File: config.mk
export PLATFORM = sky130hd
export DESIGN_NAME = instr_encoder_flat
export DESIGN_NICKNAME = d
export VERILOG_FILES = /design/src/rtl/isa_pkg.sv /design/src/rtl/instr_encoder_if.sv /design/src/rtl/instr_pack.sv /design/src/rtl/instr_encoder.sv /design/src/flat_wrapper.sv
export SDC_FILE = /design/constraint.sdc
export NUM_CORES = 1
export LEC_CHECK = 0
export ABC_AREA = 1
export ABC_CLOCK_PERIOD_IN_PS = 3100
export CAP_MARGIN = 20
export CORE_ASPECT_RATIO = 1.5
export CORE_MARGIN = 2
export CORE_UTILIZATION = 40
export CTS_CLUSTER_SIZE = 28
export DETAILED_ROUTE_END_ITERATION = 12
export GPL_ROUTABILITY_DRIVEN = 0
export GPL_TIMING_DRIVEN = 1
export PLACE_DENSITY = 0.66
export SLEW_MARGIN = 15
export SYNTH_ARGS = -nofsm -noshare
export SYNTH_HDL_FRONTEND = slang
export SYNTH_HIERARCHICAL = 1
export SYNTH_SLANG_ARGS = --single-unit
File: constraint.sdc
create_clock -name clk -period 3.1 [get_ports clk]
set_input_delay 0.93 -clock clk [delete_from_list [all_inputs] [get_ports clk]]
set_output_delay 0.93 -clock clk [all_outputs]
set_load 0.05 [all_outputs]
File: src/rtl/isa_pkg.sv
// ISA definitions shared by the instruction encoder and decoder: mnemonic
// enumeration, opcode fields, condition codes, instruction formats and FSM states.
package isa_pkg;

    typedef enum logic [4:0] {
        MN_WAIT = 5'd0,
        MN_J    = 5'd1,
        MN_JEQ  = 5'd2,
        MN_JNE  = 5'd3,
        MN_JGT  = 5'd4,
        MN_JLE  = 5'd5,
        MN_B    = 5'd6,
        MN_BEQ  = 5'd7,
        MN_BNE  = 5'd8,
        MN_BGT  = 5'd9,
        MN_BLE  = 5'd10,
        MN_LOAD = 5'd11,
        MN_STOR = 5'd12,
        MN_ADDI = 5'd13,
        MN_SUBI = 5'd14,
        MN_AND  = 5'd15,
        MN_OR   = 5'd16,
        MN_XOR  = 5'd17,
        MN_NOT  = 5'd18,
        MN_ADD  = 5'd19,
        MN_ADDU = 5'd20,
        MN_ADDC = 5'd21,
        MN_RSH  = 5'd22,
        MN_SUB  = 5'd23,
        MN_CMP  = 5'd24,
        // The shift group sits past the last accepted value, so the encoder rejects it.
        MN_ALSH = 5'd25,
        MN_ARSH = 5'd26,
        MN_LSH  = 5'd27
    } mnem_e;

    localparam logic [4:0] MNEM_LAST_LEGAL = 5'd24;

    localparam logic [7:0] OP_AND  = 8'h01;
    localparam logic [7:0] OP_OR   = 8'h02;
    localparam logic [7:0] OP_XOR  = 8'h03;
    localparam logic [7:0] OP_NOT  = 8'h04;
    localparam logic [7:0] OP_ADD  = 8'h05;
    localparam logic [7:0] OP_ADDU = 8'h06;
    localparam logic [7:0] OP_ADDC = 8'h07;
    localparam logic [7:0] OP_RSH  = 8'h08;
    localparam logic [7:0] OP_SUB  = 8'h09;
    localparam logic [7:0] OP_CMP  = 8'h0B;
    localparam logic [7:0] OP_ALSH = 8'h0C;
    localparam logic [7:0] OP_ARSH = 8'h0F;
    localparam logic [7:0] OP_LSH  = 8'h84;
    localparam logic [7:0] OP_LOAD = 8'h85;
    localparam logic [7:0] OP_STOR = 8'h87;

    localparam logic [3:0] PFX_ADDI = 4'h5;
    localparam logic [3:0] PFX_SUBI = 4'h9;
    localparam logic [3:0] PFX_JMP  = 4'h4;
    localparam logic [3:0] PFX_BR   = 4'hC;

    localparam logic [3:0] COND_EQ = 4'h0;
    localparam logic [3:0] COND_NE = 4'h1;
    localparam logic [3:0] COND_GT = 4'h6;
    localparam logic [3:0] COND_LE = 4'h7;
    localparam logic [3:0] COND_AL = 4'hE;

    typedef enum logic [2:0] {
        FMT_R,
        FMT_I,
        FMT_J,
        FMT_B,
        FMT_W,
        FMT_X
    } fmt_e;

    typedef enum logic [1:0] {
        ST_IDLE,
        ST_ACCEPT,
        ST_WRITE,
        ST_FINISH
    } enc_state_e;

    localparam logic [1:0] ERR_NONE = 2'd0;
    localparam logic [1:0] ERR_MNEM = 2'd1;
    localparam logic [1:0] ERR_OVF  = 2'd2;

    function automatic fmt_e mnem_fmt(input logic [4:0] m);
        fmt_e f;
        if (m > MNEM_LAST_LEGAL)
            f = FMT_X;
        else if (m == MN_WAIT)
            f = FMT_W;
        else if (m <= MN_JLE)
            f = FMT_J;
        else if (m <= MN_BLE)
            f = FMT_B;
        else if (m == MN_ADDI || m == MN_SUBI)
            f = FMT_I;
        else
            f = FMT_R;
        return f;
    endfunction

    // 8-bit opcode for register-register formats, LOAD/STOR included.
    function automatic logic [7:0] mnem_rop(input logic [4:0] m);
        logic [7:0] op;
        case (m)
            MN_AND:  op = OP_AND;
            MN_OR:   op = OP_OR;
            MN_XOR:  op = OP_XOR;
            MN_NOT:  op = OP_NOT;
            MN_ADD:  op = OP_ADD;
            MN_ADDU: op = OP_ADDU;
            MN_ADDC: op = OP_ADDC;
            MN_RSH:  op = OP_RSH;
            MN_SUB:  op = OP_SUB;
            MN_CMP:  op = OP_CMP;
            MN_ALSH: op = OP_ALSH;
            MN_ARSH: op = OP_ARSH;
            MN_LSH:  op = OP_LSH;
            MN_LOAD: op = OP_LOAD;
            MN_STOR: op = OP_STOR;
            default: op = 8'h00;
        endcase
        return op;
    endfunction

    function automatic logic [3:0] mnem_cond(input logic [4:0] m);
        logic [3:0] c;
        case (m)
            MN_JEQ, MN_BEQ: c = COND_EQ;
            MN_JNE, MN_BNE: c = COND_NE;
            MN_JGT, MN_BGT: c = COND_GT;
            MN_JLE, MN_BLE: c = COND_LE;
            default:        c = COND_AL;
        endcase
        return c;
    endfunction

    function automatic logic [3:0] mnem_ipfx(input logic [4:0] m);
        return (m == MN_SUBI) ? PFX_SUBI : PFX_ADDI;
    endfunction

endpackage

File: src/rtl/instr_encoder_if.sv
// Record stream from the host and write port into instruction RAM.
// The encoder uses the slave view; the host/RAM side uses the master view.
interface instr_encoder_if #(
    parameter int ADDR_W = 8
);
    logic              in_valid;
    logic              in_ready;
    logic              in_last;
    logic [4:0]        mnem;
    logic [3:0]        rdst;
    logic [3:0]        rsrc;
    logic [7:0]        imm;

    logic              mem_req;
    logic [ADDR_W-1:0] mem_addr;
    logic [15:0]       mem_wdata;
    logic              mem_ack;

    modport slave (
        input  in_valid, in_last, mnem, rdst, rsrc, imm, mem_ack,
        output in_ready, mem_req, mem_addr, mem_wdata
    );

    modport master (
        output in_valid, in_last, mnem, rdst, rsrc, imm, mem_ack,
        input  in_ready, mem_req, mem_addr, mem_wdata
    );
endinterface

File: src/rtl/instr_pack.sv
// Combinational packer: maps a mnemonic record onto the 16-bit raw word the
// decoder consumes, flagging mnemonics outside the accepted range.
module instr_pack
    import isa_pkg::*;
(
    input  logic [4:0]  mnem,
    input  logic [3:0]  rdst,
    input  logic [3:0]  rsrc,
    input  logic [7:0]  imm,
    output logic [15:0] word,
    output logic        illegal
);

    fmt_e fmt;

    always_comb begin
        fmt     = mnem_fmt(mnem);
        word    = 16'h0000;
        illegal = 1'b0;
        case (fmt)
            FMT_R:   word = {mnem_rop(mnem), rdst, rsrc};
            FMT_I:   word = {mnem_ipfx(mnem), rdst, imm};
            FMT_J:   word = {PFX_JMP, mnem_cond(mnem), imm};
            FMT_B:   word = {PFX_BR, mnem_cond(mnem), imm};
            FMT_W:   word = 16'h0000;
            default: illegal = 1'b1;
        endcase
    end

endmodule

File: src/rtl/instr_encoder.sv
// Session FSM that accepts mnemonic records, packs them and writes the words
// sequentially into instruction RAM over a req/ack port.
module instr_encoder
    import isa_pkg::*;
#(
    parameter int ADDR_W    = 8,
    parameter int MAX_WORDS = 256
) (
    input  logic                clk,
    input  logic                reset_n,
    input  logic                start,
    input  logic [ADDR_W-1:0]   base_addr,
    instr_encoder_if.slave      bus,
    output logic                busy,
    output logic                done,
    output logic                err,
    output logic [1:0]          err_code,
    output logic [ADDR_W:0]     word_count
);

    localparam logic [ADDR_W:0]   MAX_CNT = (ADDR_W + 1)'(MAX_WORDS);
    localparam logic [ADDR_W-1:0] PTR_MAX = '1;

    enc_state_e        state;
    logic [ADDR_W-1:0] ptr;
    logic              last_q;
    logic [15:0]       pk_word;
    logic              pk_illegal;
    logic [ADDR_W:0]   cnt_next;

    instr_pack u_pack (
        .mnem    (bus.mnem),
        .rdst    (bus.rdst),
        .rsrc    (bus.rsrc),
        .imm     (bus.imm),
        .word    (pk_word),
        .illegal (pk_illegal)
    );

    assign cnt_next = word_count + 1'b1;

    always_ff @(posedge clk or negedge reset_n) begin
        if (!reset_n) begin
            state         <= ST_IDLE;
            ptr           <= '0;
            last_q        <= 1'b0;
            bus.in_ready  <= 1'b0;
            bus.mem_req   <= 1'b0;
            bus.mem_addr  <= '0;
            bus.mem_wdata <= 16'h0000;
            busy          <= 1'b0;
            done          <= 1'b0;
            err           <= 1'b0;
            err_code      <= ERR_NONE;
            word_count    <= '0;
        end else begin
            done <= 1'b0;
            case (state)
                ST_IDLE: begin
                    if (start) begin
                        ptr          <= base_addr;
                        word_count   <= '0;
                        err          <= 1'b0;
                        err_code     <= ERR_NONE;
                        busy         <= 1'b1;
                        bus.in_ready <= 1'b1;
                        state        <= ST_ACCEPT;
                    end
                end

                ST_ACCEPT: begin
                    if (bus.in_valid && bus.in_ready) begin
                        if (pk_illegal) begin
                            // Illegal records are dropped; a last flag still closes the session.
                            err      <= 1'b1;
                            err_code <= ERR_MNEM;
                            if (bus.in_last) begin
                                bus.in_ready <= 1'b0;
                                done         <= 1'b1;
                                state        <= ST_FINISH;
                            end
                        end else begin
                            bus.mem_req   <= 1'b1;
                            bus.mem_addr  <= ptr;
                            bus.mem_wdata <= pk_word;
                            last_q        <= bus.in_last;
                            bus.in_ready  <= 1'b0;
                            state         <= ST_WRITE;
                        end
                    end
                end

                ST_WRITE: begin
                    if (bus.mem_ack) begin
                        bus.mem_req <= 1'b0;
                        word_count  <= cnt_next;
                        // Pointer saturates at the top of memory instead of wrapping.
                        if (ptr != PTR_MAX)
                            ptr <= ptr + 1'b1;
                        if (last_q) begin
                            done  <= 1'b1;
                            state <= ST_FINISH;
                        end else if (cnt_next == MAX_CNT || ptr == PTR_MAX) begin
                            err      <= 1'b1;
                            err_code <= ERR_OVF;
                            done     <= 1'b1;
                            state    <= ST_FINISH;
                        end else begin
                            bus.in_ready <= 1'b1;
                            state        <= ST_ACCEPT;
                        end
                    end
                end

                ST_FINISH: begin
                    busy  <= 1'b0;
                    state <= ST_IDLE;
                end

                default: begin
                    bus.in_ready <= 1'b0;
                    bus.mem_req  <= 1'b0;
                    busy         <= 1'b0;
                    state        <= ST_IDLE;
                end
            endcase
        end
    end

endmodule

File: src/flat_wrapper.sv
// flat-port wrapper written by rule: the top's interface ports become plain ports
module instr_encoder_flat import isa_pkg::*;
#(
    parameter int ADDR_W    = 8,
    parameter int MAX_WORDS = 256
)
  (clk, reset_n, start, base_addr, busy, done, err, err_code, word_count, bus_in_valid, bus_in_last, bus_mnem, bus_rdst, bus_rsrc, bus_imm, bus_mem_ack, bus_in_ready, bus_mem_req, bus_mem_addr, bus_mem_wdata);
  instr_encoder_if #(.ADDR_W(ADDR_W)) bus_i ();
  input  logic clk;
  input  logic reset_n;
  input  logic start;
  input  logic [ADDR_W-1:0] base_addr;
  output logic busy;
  output logic done;
  output logic err;
  output logic [1:0] err_code;
  output logic [ADDR_W:0] word_count;
  input wire logic [$bits(bus_i.in_valid)-1:0] bus_in_valid;
  input wire logic [$bits(bus_i.in_last)-1:0] bus_in_last;
  input wire logic [$bits(bus_i.mnem)-1:0] bus_mnem;
  input wire logic [$bits(bus_i.rdst)-1:0] bus_rdst;
  input wire logic [$bits(bus_i.rsrc)-1:0] bus_rsrc;
  input wire logic [$bits(bus_i.imm)-1:0] bus_imm;
  input wire logic [$bits(bus_i.mem_ack)-1:0] bus_mem_ack;
  output wire logic [$bits(bus_i.in_ready)-1:0] bus_in_ready;
  output wire logic [$bits(bus_i.mem_req)-1:0] bus_mem_req;
  output wire logic [$bits(bus_i.mem_addr)-1:0] bus_mem_addr;
  output wire logic [$bits(bus_i.mem_wdata)-1:0] bus_mem_wdata;
  assign bus_i.in_valid = bus_in_valid;
  assign bus_i.in_last = bus_in_last;
  assign bus_i.mnem = bus_mnem;
  assign bus_i.rdst = bus_rdst;
  assign bus_i.rsrc = bus_rsrc;
  assign bus_i.imm = bus_imm;
  assign bus_i.mem_ack = bus_mem_ack;
  assign bus_in_ready = bus_i.in_ready;
  assign bus_mem_req = bus_i.mem_req;
  assign bus_mem_addr = bus_i.mem_addr;
  assign bus_mem_wdata = bus_i.mem_wdata;
  instr_encoder #(.ADDR_W(ADDR_W), .MAX_WORDS(MAX_WORDS)) u_core (.clk(clk), .reset_n(reset_n), .start(start), .base_addr(base_addr), .bus(bus_i), .busy(busy), .done(done), .err(err), .err_code(err_code), .word_count(word_count));
endmodule
## Word-level counts from Yosys, hierarchy flattened

Memories as Yosys holds them, arrays and structs flattened.
Index checks and enable logic that the tools add are counted.

| word-level totals | value |
|---|---|
| register bits | 51 |
| bits in read-only memories | 288 |
| input port bits | 35 |
| output and inout bits | 40 |
| word-level logic and storage cells | 119 |
| memories | 3 |

Memories:

| name | depth | width | rd ports | clocked after Yosys merged registers in | wr ports | RTL line | text |
|---|---|---|---|---|---|---|---|
| (no name shown) | 32 | 5 | 1 | 0 | 0 | isa_pkg.sv:106 | `case (m)` |
| (no name shown) | 16 | 4 | 1 | 0 | 0 | isa_pkg.sv:129 | `case (m)` |
| (no name shown) | 16 | 4 | 1 | 0 | 0 | isa_pkg.sv:129 |  |

| cells by class | value |
|---|---|
| add/subtract/negate cells | 2 |
| $lt $le $gt $ge | 3 |
| equal/unequal tests | 22 |
| muxes and demuxes | 58 |
| reductions and logical operators | 19 |

Operator list:

| cell | number |
|---|---|
| $pmux 16 s4 | 1 |
| $mux 2 | 15 |
| $mux 8 | 3 |
| $mux 1 | 23 |
| $mux 9 | 2 |
| $pmux 9 s2 | 1 |
| $pmux 8 s2 | 1 |
| $reduce_and 7->1 | 2 |
| $mux 4 | 3 |
| $ne 2x2->1 const B | 6 |
| $reduce_and 4->1 | 3 |
| $eq 5x4->1 const B | 2 |
| $add 9x1->9 const B | 1 |
| $eq 9x9->1 const B | 1 |
| $add 8x1->8 const B | 1 |
| $eq 8x8->1 const B | 1 |
| $ne 8x8->1 const B | 1 |
| $pmux 2 s4 | 1 |
| $eq 3x2->1 const B | 2 |
| $mux 3 | 2 |
| $ne 2x1->1 const B | 3 |
| $pmux 1 s2 | 3 |
| $pmux 1 s3 | 2 |
| $pmux 2 s3 | 1 |
| 18 further kinds | 23 |

## Longest topological paths before layout

| logic depth | value |
|---|---|
| depth after elaboration | 12 |
| depth in mapped cells | 13 |
| mapped depth without buffers | 13 |

## By module

The synthesis kept the hierarchy.

Modules (own cells, without submodules):

| module | instances | cells an instance | area each (um2) | sequential area each (um2) |
|---|---|---|---|---|
| instr_encoder | 1 | 288 | 2555.0 | 1276.2 |
| instr_pack | 1 | 137 | 775.7 | 0.0 |

## Worst setup path before layout

OpenSTA, ideal clock, no wires.

| timing | value |
|---|---|
| path kind | input port to flip-flop |
| start | input port bus_mnem[1] |
| end | register u_core.bus.mem_wdata[0] |
| library setup time | 0.125 ns |
| data arrival time | 2.254 ns |
| data required time | 2.975 ns |
| path slack | 0.722 ns |
| stages | 9 |
| path buffers | 1 |
| cell sequence | inv_1 ha_1 nand2_1 nand3_1 inv_1 nor2_1 nand2_1 buf_2 mux2_2 |

| on the way | value |
|---|---|
| longest elaborated chain between the ends | 10 |
| elaborated cells between the ends (all ways) | 20 |
| those cells by class | 3 x order compare; 6 x eq/ne; 6 x mux; 5 x reduce/logical |

RTL lines:

| element | RTL line | text |
|---|---|---|
| start, declared | flat_wrapper.sv:20 | `input wire logic [$bits(bus_i.mnem)-1:0] bus_mnem;` |
| branches (longest 6 deep; another with $le 5x4->1) | -- |  |
| $mux 3 (*) | isa_pkg.sv:88 | `if (m > MNEM_LAST_LEGAL)` |
| $eq 3x2->1, or another cell as far along | instr_pack.sv:20 | `case (fmt)` |
| $reduce_or 5->1 (no line) | -- |  |
| $reduce_and 3->1 (no line) | -- |  |
| end signal, assigned | instr_encoder.sv:85 | `bus.mem_wdata <= pk_word;` |
| end, declared | instr_encoder_if.sv:21 | `output in_ready, mem_req, mem_addr, mem_wdata` |

Mark *: on every way between the ends.
A chain may end at the register's enable or synchronous reset.

## Worst setup path after layout

| timing | value |
|---|---|
| start | input port bus_mnem[2] |
| end | register u_core.bus.mem_wdata[8] |

| on the way | value |
|---|---|
| elaborated cells between the ends (all ways) | 25 |
| those cells by class | 3 x order compare; 6 x eq/ne; 8 x mux; 5 x reduce/logical; 3 x memory |

RTL lines:

| element | RTL line | text |
|---|---|---|
| branches (longest 8 deep; another with $le 5x4->1) | -- |  |
| $pmux 16 s4 (*) | instr_pack.sv:20 |  |
| named net u_core.pk_word[8] | instr_encoder.sv:27 | `logic [15:0] pk_word;` |

Mark *: on every way through the listed nets, which the timed path passes.

==> impl_results.md <==
* Outcome: completed
* Total Power at between 1 and 1.5 mW
* Post-synthesis sequential area ratio at 0.383
* Final Hold Viols at 0
* Worst r2r src: u_core/state[1]$_DFFE_PN0P_
* Met2 GRT Util at 0.365
* Synth area leader: dfrtp_1
* Hold slack at ~0.48 ns
* Post-Syn Nets at about 480
* Area share of the largest cell type after synthesis at 0.383
* TritonRoute pass-1 iters at 5
* Layout cells sized above 1 at 0.123
* Total gr overflow at 0
* Placed instance area at ~4200 µm²
* Comb pwr share at 0.150
* GR Layer Usage met3 at 0.0296
* FMAX at 370 MHz
* Max-slew headroom at 0.561
* Clock power frac at 0.386
* Ys async rst share at 1.00
* Crit path time final at about 2.7 ns
* Slew @ Worst Pin at 0.658 ns
* Post-synth EDFFs at 0
* Reg clk slew, reported paths at 0.06 ns
* WS Path Type: input port to flop
* Place WS at between 0.08 and 0.09 ns
* CTS Sinks at 51
* First-pass GRT wire length at 14.1 mm
* Num CTS Buffers at 5
* Hold Buf Count CTS at 0
* Count leader, synth: nand2_1
* PwrDens at 338 nW/µm²
* Worst setup EP type: flop
* Final antenna-violating net count at 0
* Design area at about 4300 µm²
* Setup crit end: u_core/bus.mem_wdata[8]$_DFFE_PN0P_
* DRC viols at 0
* Mapped Cells at ~430
* IO Port Bufs at 74
* Cell count of the worst reg-to-reg path at 11
* Switch Pwr at ~0.38 mW
* Post-synth cell types at between 40 and 50
* Worst Setup SP: bus_mnem[2]
* CTS tree: yes
* Total of fill cells in the finished design at between 700 and 800
* Setup TNS at 0 ns
* Synth cell count leaders: 100 x nand2_1, 56 x nand3_1, 51 x dfrtp_1
* Vias in the first global route at 3094
* Worst VDD drop at approximately 0.00019 V
* Worst EP arrival at between 2 and 3 ns
* Area growth syn-to-layout at 29.6%
* Endpoints failing setup at 0
* Pin count of the biggest net entering global routing at 52
* N_diodes at 0
* Largest cells by area after synthesis: dfrtp_1 38%, nand2_1 11%, nand3_1 8.4%
* Row cnt at 40
* Root buf cell: clkbuf_16
* Met1 GRT Util at 0.215
* Synth warn at 6
* Post-Syn Area at 3330 µm²
* Power Internal at approximately 1.1 mW
* I/O pins at 75
* Mapped Avg Cell Area at ~7.8 µm²
* Max Slew Vio Count at 0
* Final Cycle Share at 0.873
* FF+latch count, synth at 51
* Core area at 8060 µm²
* # resized after CTS at 0
* Max-Cap Viols at 0
* Detailed placer's ending HPWL at between 6 and 7 mm
* # nets final at 554
* Critical Path RT at roughly 3.3 ns
* Die ar. at 9090 µm²
* Initial antenna violation count at 0
* Clock tree buffer depth at 2
* Top FF cell, synth: dfrtp_1
* Sequential Power Share at 0.463
* Clock Latency Late Sink at 0.29 ns
* Worst Skew at around 0.0074 ns
* RSZ-0062 raised after global routing: false
* Post CTS Setup Buffer Count at 0
* R2R setup slack at approximately 0.88 ns
* Reg2reg end: u_core/ptr[6]$_DFFE_PN0P_
* Setup ws final at 0.395 ns
* Routed WL at around 8.4 mm
* Die Wd at between 70 and 80 µm
* Initial drt markers at 178
* Starting Density at 0.413
* Worst Path Max Fanout at 14
* Gr busiest metal: met2
* Via-to-Cell Ratio at 5.13
* Crit start category: input port
* GRT Total Usage at 0.192
* H-tree levels at 2
* Total number of vias at ~3100
* LEAKAGE at between 2 and 2.5 nW
* Worst Hold Class: flop to flop
* Die height at 116 µm
* Sw Share at 0.258
* Drt wl/cell at about 14 µm
-- layer usage --
layer	up-vias	share of wire
met5	-	0
met4	0	0.020
met3	15	0.037
met2	77	0.54
met1	1472	0.40
li1	1553	-
-- registers in the layout, indices dropped and copies added (netlist names) --
name,cells
u_core/bus.mem_wdata,16
u_core/state,2
u_core/word_count,9
u_core/busy,1
u_core/err_code,2
u_core/last_q,1
u_core/bus.mem_addr,8
u_core/bus.in_ready,1
u_core/bus.mem_req,1
u_core/ptr,8
u_core/err,1
u_core/done,1
-- cells by family (layout without fill, tap and decap cells) --
kind of cell	Yosys count	in the layout	synth area share
buffers and inverters	61	139	0.0879
flip-flops	51	51	0.383
adder cells (fa/ha/maj)	17	17	0.0639
AO/OA/AOI/OAI	59	59	0.105
AND/OR/NAND/NOR	217	217	0.297
XOR/XNOR	3	3	0.00789
multiplexers	16	16	0.0541
other	1	1	0.00113
-- worst min-delay path by stage --
stage / start / slack [ns] / to / cells after the start
finish: u_core/err_code[1]$_DFFE_PN0P_ / 0.48 / u_core/err_code[1]$_DFFE_PN0P_ / 2
CTS: u_core/err_code[0]$_DFFE_PN0P_ / 0.48 / u_core/err_code[0]$_DFFE_PN0P_ / 2
floorplan: u_core/ptr[5]$_DFFE_PN0P_ / 0.46 / u_core/ptr[5]$_DFFE_PN0P_ / 2
global placement: u_core/err_code[1]$_DFFE_PN0P_ / 0.47 / u_core/err_code[1]$_DFFE_PN0P_ / 2
detailed placement: u_core/err_code[0]$_DFFE_PN0P_ / 0.47 / u_core/err_code[0]$_DFFE_PN0P_ / 2
global route: u_core/err_code[1]$_DFFE_PN0P_ / 0.51 / u_core/err_code[1]$_DFFE_PN0P_ / 2
-- placed cells by master, fill, tap and decap left out, types with 2 or more instances in the layout --
cell	synthesis	layout
a21oi_1	8	8
a22oi_2	2	2
a31oi_1	4	4
buf_4	3	11
clkbuf_16	0	5
clkdlybuf4s50_1	0	73
dfrtp_1	51	51
ha_1	17	17
inv_1	39	39
inv_2	6	6
mux2_2	16	16
nand2_1	100	100
nand2_2	4	4
nand2_4	3	3
nand3_1	56	56
nand4_1	6	6
nor2_1	34	34
nor2_2	2	2
nor3_1	3	3
nor3_2	2	2
o211ai_1	3	3
o21ai_0	29	29
o21ai_1	5	5
o22ai_1	2	2
xor2_1	3	3
-- power by group through the flow --
stage | logic, mW | clock network [mW] | registers, mW
5_1_grt | 0.243 | 0.609 | 0.676
3_3_place_gp | 0.218 | 0 | 0.688
3_5_place_dp | 0.220 | 0 | 0.688
4_1_cts | 0.221 | 0.582 | 0.675
2_1_floorplan | 0.108 | 0 | 0.704
6_report | 0.219 | 0.563 | 0.675
-- final cells by class --
class	instances	area, µm²	area share
inverter	46	175	0.0406
timing repair buffer	85	818	0.190
multi-input combinational	313	1760	0.408
clock buffer	6	139	0.0322
tap	105	131	0.0304
sequential	51	1280	0.296
clock inverter	2	16.3	0.00377
-- critical path, stage by stage --
cell and delay (ns):
clkdlybuf4s50_1 0.53, inv_4 0.14, ha_1 0.20, nor2_1 0.06, nand2_1 0.05, nand2_1 0.10, nand2_4 0.17, nand2_2 0.21
nand3_1 0.12, nand3_1 0.09, mux2_2 0.26
-- through the flow --
step            util  cells
2_1_floorplan      -    425
3_3_place_gp   0.517    600
3_5_place_dp   0.517    600
4_1_cts        0.536    608
5_1_grt        0.536    608
6_report       0.536    608
Note: power is estimated with default switching activity, not from simulation.
